==> config.mk <==
export PLATFORM = sky130hd
export DESIGN_NAME = branch_predictor
export DESIGN_NICKNAME = d
export VERILOG_FILES = /design/src/rtl/branch_predictor.sv
export SDC_FILE = /design/constraint.sdc
export NUM_CORES = 1
export LEC_CHECK = 0
export CORE_ASPECT_RATIO = 1.5
export CORE_MARGIN = 2
export CORE_UTILIZATION = 40
export CTS_CLUSTER_DIAMETER = 30
export DETAILED_ROUTE_END_ITERATION = 12
export SLEW_MARGIN = 20
export SYNTH_ARGS = -nofsm -noshare
export SYNTH_HDL_FRONTEND = slang
export SYNTH_SLANG_ARGS = --single-unit
==> constraint.sdc <==
create_clock -name clk -period 8.6 [get_ports clk]
set_input_delay 2.58 -clock clk [delete_from_list [all_inputs] [get_ports clk]]
set_output_delay 2.58 -clock clk [all_outputs]
set_load 0.05 [all_outputs]
==> src/rtl/branch_predictor.sv <==
// Branch predictor: direct-mapped full-tag BTB with 2-bit BHT counters.
// Lookups from IF are combinational; EX resolution updates tables and counters.
module branch_predictor #(
    parameter int IDX_W = 4
) (
    input  logic        clk,
    input  logic        rst,
    input  logic [31:0] PCF,
    output logic [31:0] NPCPredF,
    output logic        isBtbTakenF,
    output logic        isBhtTakenF,
    input  logic [31:0] PCE,
    input  logic        UpdEnE,
    input  logic        BrTakenE,
    input  logic [31:0] BrTargetE,
    input  logic        isBtbTakenE,
    input  logic        isBhtTakenE,
    output logic        MispredE,
    output logic [31:0] RecoverNPCE,
    output logic [31:0] BrCnt,
    output logic [31:0] MispCnt
);

    localparam int N     = 1 << IDX_W;
    localparam int TAG_W = 30 - IDX_W;

    logic [N-1:0]     valid;
    logic [TAG_W-1:0] tag    [N];
    logic [31:0]      target [N];
    logic [1:0]       bht    [N];

    logic [IDX_W-1:0] idxF, idxE;
    logic [TAG_W-1:0] tagF, tagE;
    logic [31:0]      brcnt_q, mispcnt_q;
    logic             unused_ok;

    assign idxF = PCF[IDX_W+1:2];
    assign tagF = PCF[31:IDX_W+2];
    assign idxE = PCE[IDX_W+1:2];
    assign tagE = PCE[31:IDX_W+2];
    assign unused_ok = ^{PCF[1:0], PCE[1:0]};

    always_comb begin
        isBtbTakenF = valid[idxF] && (tag[idxF] == tagF);
        isBhtTakenF = bht[idxF][1];
        NPCPredF    = PCF + 32'd4;
        if (isBtbTakenF && isBhtTakenF)
            NPCPredF = target[idxF];
    end

    // Full tags make a BTB hit target exact, so only direction can mispredict.
    assign MispredE    = UpdEnE & ((isBtbTakenE & isBhtTakenE) != BrTakenE);
    assign RecoverNPCE = BrTakenE ? BrTargetE : PCE + 32'd4;
    assign BrCnt       = brcnt_q;
    assign MispCnt     = mispcnt_q;

    always_ff @(posedge clk) begin
        if (rst) begin
            valid <= '0;
            for (int i = 0; i < N; i++)
                bht[i] <= 2'b01;
        end else if (UpdEnE) begin
            if (BrTakenE) begin
                valid[idxE] <= 1'b1;
                if (bht[idxE] != 2'b11)
                    bht[idxE] <= bht[idxE] + 2'b01;
            end else if (bht[idxE] != 2'b00) begin
                bht[idxE] <= bht[idxE] - 2'b01;
            end
        end
    end

    // Tag/target carry no reset; they are ignored while the entry is invalid.
    always_ff @(posedge clk) begin
        if (!rst && UpdEnE && BrTakenE) begin
            tag[idxE]    <= tagE;
            target[idxE] <= BrTargetE;
        end
    end

    always_ff @(posedge clk) begin
        if (rst) begin
            brcnt_q   <= '0;
            mispcnt_q <= '0;
        end else begin
            if (UpdEnE && brcnt_q != '1)
                brcnt_q <= brcnt_q + 32'd1;
            if (MispredE && mispcnt_q != '1)
                mispcnt_q <= mispcnt_q + 32'd1;
        end
    end

endmodule

After elaboration in Yosys (flattened, before gate mapping) --
Memory sizes are Yosys's and may differ from the RTL's. Index checks and enable logic that the tools add are counted.
Storage, ports and cells: bits in registers 80, memory bits (writable) 960, output and inout port bits 131, memories 3
Operators by class: add/sub/neg operators 6, order comparisons 3, equality and inequality tests 5, multiplexer cells 24, bitwise logic cells 4, reduce and logical (&&, ||, !) cells 11
Memories:
- target | depth 16, width 32, read ports 1, clocked after memory_dff 0, write ports 1, line 29 | logic [31:0] target [N];
- tag | depth 16, width 26, read ports 1, clocked after memory_dff 0, write ports 1, line 28 | logic [TAG_W-1:0] tag [N];
- bht | depth 16, width 2, read ports 2, clocked after memory_dff 0, write ports 16, line 30 | logic [1:0] bht [N];
Operators by type and width (number):
- $add A32 B1 Y32 const B | 2
- $add A32 B3 Y32 const B | 2
- $mux W32 | 2
- $ne A32 B32 Y1 const B | 2
- $eq A26 B26 Y1 | 1
- $mux W1 | 17
- $or A16 B16 Y16 | 1
- $lt A4 B5 Y1 const B | 2
- $logic_and A1 B1 Y1 | 7
- $bmux W1 S4 | 1
- $demux W1 S4 | 1
- $ge A4 B1 Y1 const B | 1
- $mux W2 | 2
- $mux W4 | 1
- $add A2 B1 Y2 const B | 1
- $and A1 B1 Y1 | 2
- $ne A2 B2 Y1 const B | 1
- $reduce_and A2 Y1 | 1
- $reduce_bool A2 Y1 | 1
- $reduce_or A2 Y1 | 1
- $sub A2 B1 Y2 const B | 1
- $logic_not A1 Y1 | 1
- $ne A1 B1 Y1 | 1
- $or A1 B1 Y1 | 1

Depth between registers and ports, before layout --
An unclocked memory read counts as a cell.
word-level depth 10, depth in mapped cells 14

Worst setup path before layout --
OpenSTA, ideal clock, no wires.
path kind input -> output, from input PCF[2], to output NPCPredF[2], arrival 5.870 ns, setup slack 0.150 ns, stages 10, buffers on the path 4, cell sequence buf_6 > buf_4 > buf_6 > mux4_2 > mux4_2 > xnor2_1 > nand2_1 > nor4_4 > buf_6 > mux2i_1
On the way: cells in the longest elaborated chain, start to end 5
RTL lines:
- start: declaration | line 8 | input logic [31:0] PCF,
- $mem_v2 Z16 W26 / $bmux W1 S4 (equally long branches)
- $eq A26 B26 Y1 / $mux W1 (equally long branches) | line 44 | isBtbTakenF = valid[idxF] && (tag[idxF] == tagF);
- $logic_and A1 B1 Y1 | line 44
- $logic_and A1 B1 Y1 | line 47 | if (isBtbTakenF && isBhtTakenF)
- $mux W32 (*) | line 47
- end: declaration | line 9 | output logic [31:0] NPCPredF,
Mark *: on every way between the ends. The rest lies on a longest branch, timed or not. The select of a mux whose other input is x is not followed.

Final worst setup path --
from input PCF[3], to output NPCPredF[16]
The elaborated chain is that of the path after synthesis.

==> results summary <==
In this run the deepest clock path goes through 3 buffers. The multi-input logic area came out at 0.0119 sq mm. The area of the core came out at 0.107 sq mm. The number of design-rule violations left by the first detailed-router iteration is 2481. The x dimension of the die came out at 271 um.

The design draws 12.6 mW. The sum of buffers and inverters on the critical path is 5. The remaining number of nets flagged by the antenna check after routing came out at 0.

The fraction of final layout cells sized beyond drive strength 1 came out at 0.293. The standard cell with the maximum stage delay on the critical path is sky130_fd_sc_hd__mux4_2. The CTS H-tree depth is 4. The number of global-route vias before repair came to 25271. The post-place instance area is 0.0483 sq mm. The proportion of synthesized chip area in sequential cells is 0.710. Compared with the post-synthesis result, the final layout area differs by 25.5%. The sequential cells in the finished layout cover a total of 0.0304 sq mm.

The tree is rooted in a sky130_fd_sc_hd__clkbuf_16. The data arrival at the endpoint of the critical path came out at 5.92 ns. The post-DP HPWL came out at 81300 um. At the later pin of the worst-skew pair, clock insertion delay measures 0.74 ns. The initial core utilization came out at 0.402. At the end of the flow, the number of nets in the layout was 2884. The number of antenna violations at the first check in global routing came out at 5. The routability congestion estimate from global placement is 0.925. The worst setup path is launched from a primary input. The tightest min-delay check is of the register to register type. Synthesis produced 2318 cells.

The number of max-slew violations in the final report came out at 0. By area the synthesized netlist is led by sky130_fd_sc_hd__edfxtp_1 67%, sky130_fd_sc_hd__mux4_2 14%, sky130_fd_sc_hd__dfxtp_1 3.7%. The warning count from the yosys run came out at 0. The upper clock frequency limit came out at 0.118 GHz.

In the global route stage, overall resource usage came out at 0.232. The overall via count from detail_route is 24603. Of the available clock period, the critical path in the final layout requires 0.988. The number of violations of the max-capacitance limit came out at 0. The number of synthesized flops with an enable pin came out at 960. Excluding fillers, the count of instances in the completed layout stands at 4311. Counting the buffers created by CTS gives 141. In this run the tool buffered the top-level ports with 232 buffer cells.

The run finished with clean final reports. The library cell used most frequently in the layout, excluding fill and tap cells, is sky130_fd_sc_hd__edfxtp_1. The global-route wire length before repair is 181000 um. The DRC violation count after routing came out at 0. 233 I/O pins were placed. The overall die height is 405 um. The pin count of the biggest net entering global routing came out at 97. The via density per instance is 5.71. The worst pin sits at a relative slew slack of 0.272. The number of endpoints with negative hold slack in the final report is 0. The maximum ir drop on the vdd rail is 0.192 mV.

The share of flip-flops with an asynchronous set or reset after synthesis is 0. At the pin with the least slew margin, the transition time is 1.09 ns. The filler cells instantiated in the layout total 8753. In the layout the commonest cells are 960 x sky130_fd_sc_hd__edfxtp_1, 263 x sky130_fd_sc_hd__mux4_2, 205 x sky130_fd_sc_hd__buf_4, 166 x sky130_fd_sc_hd__clkdlybuf4s50_1, 157 x sky130_fd_sc_hd__clkbuf_16. The cell family contributing the most delay on the critical path is multiplexers. The clock-pin slew on the worst setup and hold paths came out at 0.06 ns. Summing all non-filler instances in the final layout gives an area of 0.0538 sq mm. Dividing the synthesized area by the synthesized cell count gives 18.5 sq um.

TritonCTS built the clock tree. After floorplanning, the core was divided into 147 placement rows. The slack of the worst reg-to-reg path is 5.15 ns.

The total grt overflow is 0. The overall die area came out at 0.110 sq mm. Among all flip-flop cells after synthesis, the most frequent one is sky130_fd_sc_hd__edfxtp_1. The largest fanout on the critical path is 26. The number of distinct library cells after synthesis came out at 65. In this run, placement finished with an instance count of 4016. The count of clock tree sinks came out at 1040. The first detailed-routing pass took 7 iterations.

The worst stage delay on the critical path came out at 0.54 ns. The worst setup path is captured at a primary output. The net count after synthesis is 2427. The power per standard cell area is 233 mW/mm^2. The detailed-route wire length per cell came out at 29.8 um. The total standard cell area after synthesis came out at 0.0429 sq mm. The largest total area in the synthesized netlist belongs to sky130_fd_sc_hd__edfxtp_1. The area share of the leading cell type in the synthesized netlist is 0.672. The critical path in this run is classified as primary input to primary output.

For the finished layout, the period the worst path requires is 8.50 ns. Data on the critical path is required at its endpoint by 6.02 ns. Traced cell by cell, the critical path runs through buf_8 -> buf_16 -> mux4_2 -> mux2i_1 -> xnor2_1 -> a32o_1 -> and4_1 -> nand4b_1 -> nor4_4 -> buf_6 -> clkbuf_16 -> mux2_4 -> buf_4. Between clock sinks in the finished design, the worst skew comes to 0.0226 ns. The total wire length is 128000 um. The number of synthesized register bits came out at 1040. Summed over all cells, the static leakage comes to 17.7 nW.

Setup repair after global routing left no endpoint under its margin. The number of setup violations in the final report is 0. Final hold analysis gives a worst-case slack of 0.471 ns.
[cell usage after synthesis (all sizes together) (11+ instances only)]
cell type / number
a22o: 11
a22oi: 17
and2: 14
and3: 17
buf: 56
clkbuf: 68
dfxtp: 80
edfxtp: 960
inv: 38
mux2: 37
mux2i: 61
mux4: 265
nand2: 113
nand3: 64
nand4: 36
nor2: 122
nor2b: 18
nor3: 19
nor4: 14
o21ai: 43
o21bai: 12
o22ai: 17
xnor2: 70
xor2: 67
[metrics by stage]
stage | util | setup WS, ns | TNS, ns
after floorplan | - | 0.150 | 0
after global placement | 0.453 | -0.339 | -9.43
after detailed placement | 0.453 | -0.359 | -9.87
after CTS | 0.500 | 0.00364 | 0
after global routing | 0.504 | 0.00291 | 0
final | 0.504 | 0.102 | 0
[cells by family after synthesis]
logic type                 share of synthesized area
muxes                                          0.166
xor gates and xnor gates                      0.0280
buffers and inverters                         0.0177
DFF                                            0.710
and+or+nand+nor                               0.0513
AOI/OAI and AO/OA                             0.0255
adders and majority gates                    0.00204
[timing repair]
item	in CTS	in global routing
endpoints found under the setup margin	32	32
buffers inserted	0	26
hold buffers	0	0
pin swaps	0	5
gates cloned	0	5
resized for setup	5	24
[where the power goes]
part / internal, mW / switching, mW / leakage [nW]
combinational: 0.375 / 0.531 / 5.99
clock: 3.80 / 2.29 / 2.40
sequential: 5.56 / 0.0116 / 9.27
total: 9.73 / 2.83 / 17.7
[tightest hold or removal path: cells and delay by family, from the launching register on]
family                 cells  cell delay [ns]
AOI/OAI and AO/OA          1             0.07
buffers and inverters      1             0.04
DFF                        1             0.31
[sequential cells by signal (all words and copies together), names as in the netlist]
register,count
target,512
MispCnt,32
valid,16
tag,416
BrCnt,32
bht,32
[metal layers]
layer | vias to the layer above | track usage | part of all wire
met1 | 12933 | 0.294 | 0.39
met2 | 1154 | 0.390 | 0.50
met4 | 4 | 0.0812 | 0.034
met3 | 215 | 0.0563 | 0.080
met5 | - | 0 | 0.00023
li1 | 10297 | - | -
[worst paths after layout]
check                       to  cells after the start      start
hold / removal        valid[9]                      2   valid[9]
setup / recovery  NPCPredF[16]                     13     PCF[3]
hold reg to reg       valid[9]                      2   valid[9]
setup reg to reg     bht[6][0]                      6  bht[3][0]
[layout make-up]
class                      instances  area share
timing repair buffer             438      0.0848
multi-input combinational       1116       0.221
tap                             1415      0.0329
sequential                      1040       0.566
clock buffer                     160      0.0713
antenna                            2   0.0000930
inverter                          38     0.00267
clock inverter                   102      0.0218
(Power assumes the default switching activity.)
